`src/rtl/sync_fifo_flex.sv`:
```
// Single-clock valid/ready FIFO for any DEPTH >= 2, with occupancy, almost-full/empty,
// overflow, synchronous flush and an optional registered output stage.
module sync_fifo_flex #(
  parameter int DATA_WIDTH = 32,
  parameter int DEPTH      = 16,
  parameter int AFULL_THR  = DEPTH - 2,
  parameter int AEMPTY_THR = 2,
  parameter int OUT_REG    = 0,
  localparam int CW        = $clog2(DEPTH + 1),
  localparam int AW        = $clog2(DEPTH)
) (
  input  logic                  clk_i,
  input  logic                  rstn_i,
  input  logic                  flush_i,
  input  logic                  s_valid_i,
  input  logic [DATA_WIDTH-1:0] s_data_i,
  output logic                  s_ready_o,
  output logic                  m_valid_o,
  output logic [DATA_WIDTH-1:0] m_data_o,
  input  logic                  m_ready_i,
  output logic [CW-1:0]         count_o,
  output logic                  almost_full_o,
  output logic                  almost_empty_o,
  output logic                  overflow_o
);

  logic [DATA_WIDTH-1:0] mem_q [DEPTH];
  logic [AW-1:0]         wr_ptr_q, wr_ptr_d;
  logic [AW-1:0]         rd_ptr_q, rd_ptr_d;
  logic [CW-1:0]         count_q, count_d;
  logic                  overflow_q, overflow_d;
  logic                  push, pop, rd_adv, not_full;
  logic [DATA_WIDTH-1:0] rd_data;

  // Pointers wrap explicitly at DEPTH-1, so non-power-of-two depths work.
  function automatic logic [AW-1:0] ptr_inc(input logic [AW-1:0] p);
    return (p == AW'(DEPTH - 1)) ? '0 : p + AW'(1);
  endfunction

  assign not_full       = (count_q < CW'(DEPTH));
  assign rd_data        = mem_q[rd_ptr_q];
  assign push           = s_valid_i & s_ready_o;
  assign pop            = m_valid_o & m_ready_i;
  assign count_o        = count_q;
  assign almost_full_o  = (count_q >= CW'(AFULL_THR));
  assign almost_empty_o = (count_q <= CW'(AEMPTY_THR));
  assign overflow_o     = overflow_q;

  // NOTE: every always_comb output gets a default first, so no path can infer a latch.
  always_comb begin
    wr_ptr_d   = wr_ptr_q;
    rd_ptr_d   = rd_ptr_q;
    count_d    = count_q;
    overflow_d = 1'b0;
    if (flush_i) begin
      wr_ptr_d = '0;
      rd_ptr_d = '0;
      count_d  = '0;
    end else begin
      if (push)   wr_ptr_d = ptr_inc(wr_ptr_q);
      if (rd_adv) rd_ptr_d = ptr_inc(rd_ptr_q);
      count_d    = count_q + CW'(push) - CW'(pop);
      overflow_d = s_valid_i & ~s_ready_o;
    end
  end

  // NOTE: sequential state uses non-blocking assignments so every register samples pre-edge values.
  always_ff @(posedge clk_i or negedge rstn_i) begin
    if (!rstn_i) begin
      wr_ptr_q   <= '0;
      rd_ptr_q   <= '0;
      count_q    <= '0;
      overflow_q <= 1'b0;
    end else begin
      wr_ptr_q   <= wr_ptr_d;
      rd_ptr_q   <= rd_ptr_d;
      count_q    <= count_d;
      overflow_q <= overflow_d;
    end
  end

  // NOTE: storage is deliberately not reset; validity is tracked by count_q alone.
  always_ff @(posedge clk_i) begin
    if (push) mem_q[wr_ptr_q] <= s_data_i;
  end

  if (OUT_REG == 0) begin : g_fall_through
    assign rd_adv    = pop;
    assign m_valid_o = (count_q != '0);
    assign m_data_o  = m_valid_o ? rd_data : '0;
    // A write is still accepted when full if the head leaves in the same cycle.
    assign s_ready_o = not_full | m_ready_i;
  end else begin : g_out_reg
    logic                  oreg_vld_q, oreg_vld_d;
    logic [DATA_WIDTH-1:0] oreg_dat_q, oreg_dat_d;
    logic                  stor_nonempty;

    // count_q includes the output register, so storage holds count_q minus its valid bit.
    assign stor_nonempty = ((count_q - CW'(oreg_vld_q)) != '0);
    assign rd_adv        = (pop | ~oreg_vld_q) & stor_nonempty;
    assign m_valid_o     = oreg_vld_q;
    assign m_data_o      = oreg_vld_q ? oreg_dat_q : '0;
    assign s_ready_o     = not_full;

    always_comb begin
      oreg_vld_d = oreg_vld_q;
      oreg_dat_d = oreg_dat_q;
      if (flush_i) begin
        oreg_vld_d = 1'b0;
      end else if (rd_adv) begin
        oreg_vld_d = 1'b1;
        oreg_dat_d = rd_data;
      end else if (pop) begin
        oreg_vld_d = 1'b0;
      end
    end

    always_ff @(posedge clk_i or negedge rstn_i) begin
      if (!rstn_i) begin
        oreg_vld_q <= 1'b0;
        oreg_dat_q <= '0;
      end else begin
        oreg_vld_q <= oreg_vld_d;
        oreg_dat_q <= oreg_dat_d;
      end
    end
  end

endmodule

```
`config.mk`:
```
export PLATFORM = sky130hd
export DESIGN_NAME = sync_fifo_flex
export DESIGN_NICKNAME = d
export VERILOG_FILES = /design/src/rtl/sync_fifo_flex.sv
export SDC_FILE = /design/constraint.sdc
export NUM_CORES = 1
export LEC_CHECK = 0
export CAP_MARGIN = 40
export CORE_UTILIZATION = 55
export CTS_BUF_LIST = sky130_fd_sc_hd__clkbuf_4
export CTS_CLUSTER_DIAMETER = 50
export CTS_CLUSTER_SIZE = 25
export DETAILED_ROUTE_END_ITERATION = 12
export GPL_TIMING_DRIVEN = 0
export HOLD_SLACK_MARGIN = 0.12
export PLACE_DENSITY = 0.73
export SYNTH_ARGS = -nofsm -noshare
export SYNTH_HDL_FRONTEND = slang
export SYNTH_SLANG_ARGS = --single-unit
```
`constraint.sdc`:
```
create_clock -name clk_i -period 9.3 [get_ports clk_i]
set_input_delay 0.93 -clock clk_i [delete_from_list [all_inputs] [get_ports clk_i]]
set_output_delay 0.93 -clock clk_i [all_outputs]
set_load 0.03 [all_outputs]
```
==> flow_summary.ini <==
[final_layout]
drive_gt1_share_pct = 23.8
syn_to_final_growth_pct = 13.1
fillers = 2520
regArea_mm2 = 0.0157
instances_no_fill = 1703
nets = 1220
multi_input_area_mm2 = 0.00466

[yosys]
syn_avg_cell_area_um2 = 20.5
yosysWarnings = 0
synth_nets = 1062
synth_area_mm2 = 0.0207
ys_seq_area_share_pct = 75.9
async_flop_share_pct = 2.66
synthCells = 1009
synth_seq_cells = 526
synth_flop_cell = edfxtp_1
synth-edff-count = 512
ys_types = 41

[timing]
worstMarginPinSlew_ns = 0.926
slew_viol_final = 0
slew_headroom_pct = 38.3
final-hold-violation-count = 0
fin_crit_ns = 4.82
hold_ws_ns = 0.521
layout_setup_ws_ns = 4.48
fin_skew_ns = 0.0609
fin_tns_setup_ns = 0
rsz0062_at_grt = no
max_freq_ghz = 0.208
min_period_over_period_pct = 51.8
finalSetupViolations = 0

[global_routing]
grt_first_pass_wirelength_um = 65100
grt.met1_usage_pct = 33.2
met3_usage_pct = 3.59
grt_max_degree = 26
met2_usage_pct = 37.8
antenna_found_initial = 2
top_usage_layer = met2
grt_overflow = 0
grt_pass1_vias = 10679
groute.usage.overall_pct = 23.3

[route]
dr.pass1.iters = 5
vias = 10343
viasPerCell = 6.07
wl_um = 43300
initialDrtViolationCount = 992
wire_per_inst_um = 25.4
drcViolationCount = 0
ant_nets = 0

[clocking]
cts.htree.levels = 2
postCtsSetupRepairBufs = 0
cts.sinks = 526
cts_tree = done
cts-resized-gates = 0
worstSkewPairLatency_ns = 0.81
cts_buffer_depth = 3
ctsHoldBuffers = 0
path_clk_slew_ns = 0.21
cts_buffers = 40
ctsRootBufferMaster = clkbuf_4

[power_and_ir_drop]
swShare_pct = 32.8
power_density_mw_per_mm2 = 241
p_sw_uw = 1850
seq_power_share_pct = 47.5
power_frac_comb_pct = 31.3
clkPwrFrac_pct = 21.2
p_leak_uw = 0.00732
irDropWorstVdd_mv = 0.177
p_int_uw = 3790

[worst_setup_path]
cp_max_fo = 10
end_kind = output pin
cp_data_arrival_time_ns = 3.89
r2r-start = count_o[2]
worstSetupPathType = reg2out
critPathRequiredTime_ns = 8.37
r2r_end = count_o[4]
r2r_setup_slack_ns = 6.19
cp-start-kind = flip-flop
reg2regPathDepth = 15

[placed_design]
hpwl_um = 28500
post-place-ws_ns = 5.21
port_buffers = 78
place_congestion = 0.754
dp_cells = 1627

[floorplanning]
rows = 70
io_pins = 79
fp.dieH_um = 196
start_util_pct = 56.2
dieArea_mm2 = 0.0384
chipWidth_um = 196
coreArea_mm2 = 0.0369

[min_path]
hold_path_class = in2async

[run_status]
status = finished clean

[run]
cap_violations = 0
## critical path: stages (launching register included)
cell	delay, ns
dfrtp_1	0.42
clkbuf_1	0.54
buf_1	0.76
mux4_2	0.36
nand3_1	0.08
o211ai_1	0.18
clkdlybuf4s50_1	0.73
## synth_stat cells (2+ instances only)
master	instances	area share, %
a22oi_2	29	1.8
mux4_2	97	11
nand3_1	38	0.92
nor4_1	4	0.12
o21ai_0	2	0.048
buf_1	4	0.072
xor2_1	2	0.085
ha_1	15	0.91
inv_1	15	0.27
nor3b_1	3	0.11
mux2_2	2	0.11
mux2i_1	62	3.0
o21bai_1	2	0.072
clkbuf_1	24	0.43
edfxtp_1	512	74
xnor2_1	3	0.13
dfrtp_1	14	1.7
buf_4	8	0.29
nor2_1	12	0.22
a21oi_1	8	0.19
and2_1	8	0.24
o211ai_1	31	1.1
a22oi_1	33	1.2
nand2_1	41	0.74
nor2b_1	3	0.091
buf_6	8	0.43
buf_2	15	0.36
## cells by family (layout without fill, tap and decap cells)
logic type | count (synthesis) | count (layout) | share of synthesized area (%)
AND/OR/NAND/NOR | 118 | 118 | 2.79
multiplexers | 161 | 161 | 13.7
adder cells (fa/ha/maj) | 16 | 16 | 1.00
flip-flops | 526 | 526 | 75.9
AO/OA/AOI/OAI | 109 | 109 | 4.56
buffers and inverters | 74 | 262 | 1.87
XOR/XNOR | 5 | 5 | 0.211
other | 0 | 2 | 0
## worst max-delay path by stage
stage                startpoint            to  slack (ns)  depth (start not counted)
finish              rd_ptr_q[1]  m_data_o[25]        4.48                          6
global placement      m_ready_i  mem_q[3][15]        0.67                          5
detailed placement    m_ready_i  mem_q[2][14]        5.21                          8
CTS                 rd_ptr_q[1]  m_data_o[25]        4.47                          6
floorplan             m_ready_i   mem_q[0][0]        3.97                          4
global route         count_o[2]  m_data_o[25]        4.35                         10
## cell type report
cell class	instances	share of cell area (%)
timing repair buffer	116	5.51
sequential	526	67.1
buffer	59	1.41
multi-input combinational	409	19.9
inverter	15	0.240
clock inverter	30	1.72
tap	504	2.69
clock buffer	42	1.35
antenna	2	0.0214
## layout by cell type, fill, tap and decap left out, types with 3 or more instances in the layout
master,synthesis,layout
o211ai_1,31,31
ha_1,15,15
nor2_4,0,4
clkbuf_4,0,43
mux4_2,97,97
buf_12,0,3
a22oi_2,29,29
buf_1,4,4
buf_4,8,29
inv_8,0,6
nor2b_1,3,3
dfrtp_1,14,14
nand2_1,41,41
inv_6,0,5
clkdlybuf4s50_1,0,78
buf_16,0,9
clkinv_8,0,6
inv_12,0,3
buf_6,8,9
clkbuf_1,24,24
xnor2_1,3,3
mux2i_1,62,62
a21oi_1,8,8
nor3b_1,3,3
inv_1,15,15
nor4_2,0,4
a22oi_1,33,33
bufinv_16,0,3
and2_2,0,8
nand3_1,38,38
edfxtp_1,512,512
buf_2,15,17
nor2_1,12,8
## layer usage
layer  wire, um  vias to the layer above
li1           -                     4485
met1      18300                     5407
met2      21300                      375
met3       2660                       76
met4       1060                        0
met5          0                        -
## power groups by stage
stage / sequential, uW / combinational (uW) / clock (uW)
after CTS: 2680 / 1780 / 1220
after detailed placement: 2730 / 1780 / 0
after floorplan: 2750 / 1130 / 0
after global placement: 2740 / 1740 / 0
final: 2680 / 1760 / 1200
after global routing: 2680 / 1880 / 1300
## per-stage QoR
| stage | util, % | instance area [um2] | total power, uW |
|---|---|---|---|
| after floorplan | - | 20700 | 3880 |
| after global placement | 60.0 | 22100 | 4480 |
| after detailed placement | 61.5 | 22700 | 4510 |
| after CTS | 63.5 | 23400 | 5680 |
| after global routing | 63.5 | 23400 | 5860 |
| final | 63.5 | 23400 | 5640 |
## sequential cells by signal (all words and copies together), names as in the netlist
register	flops
rd_ptr_q	4
overflow_o	1
count_o	5
wr_ptr_q	4
mem_q	512
No activity file was read; power rests on OpenSTA's default activity.
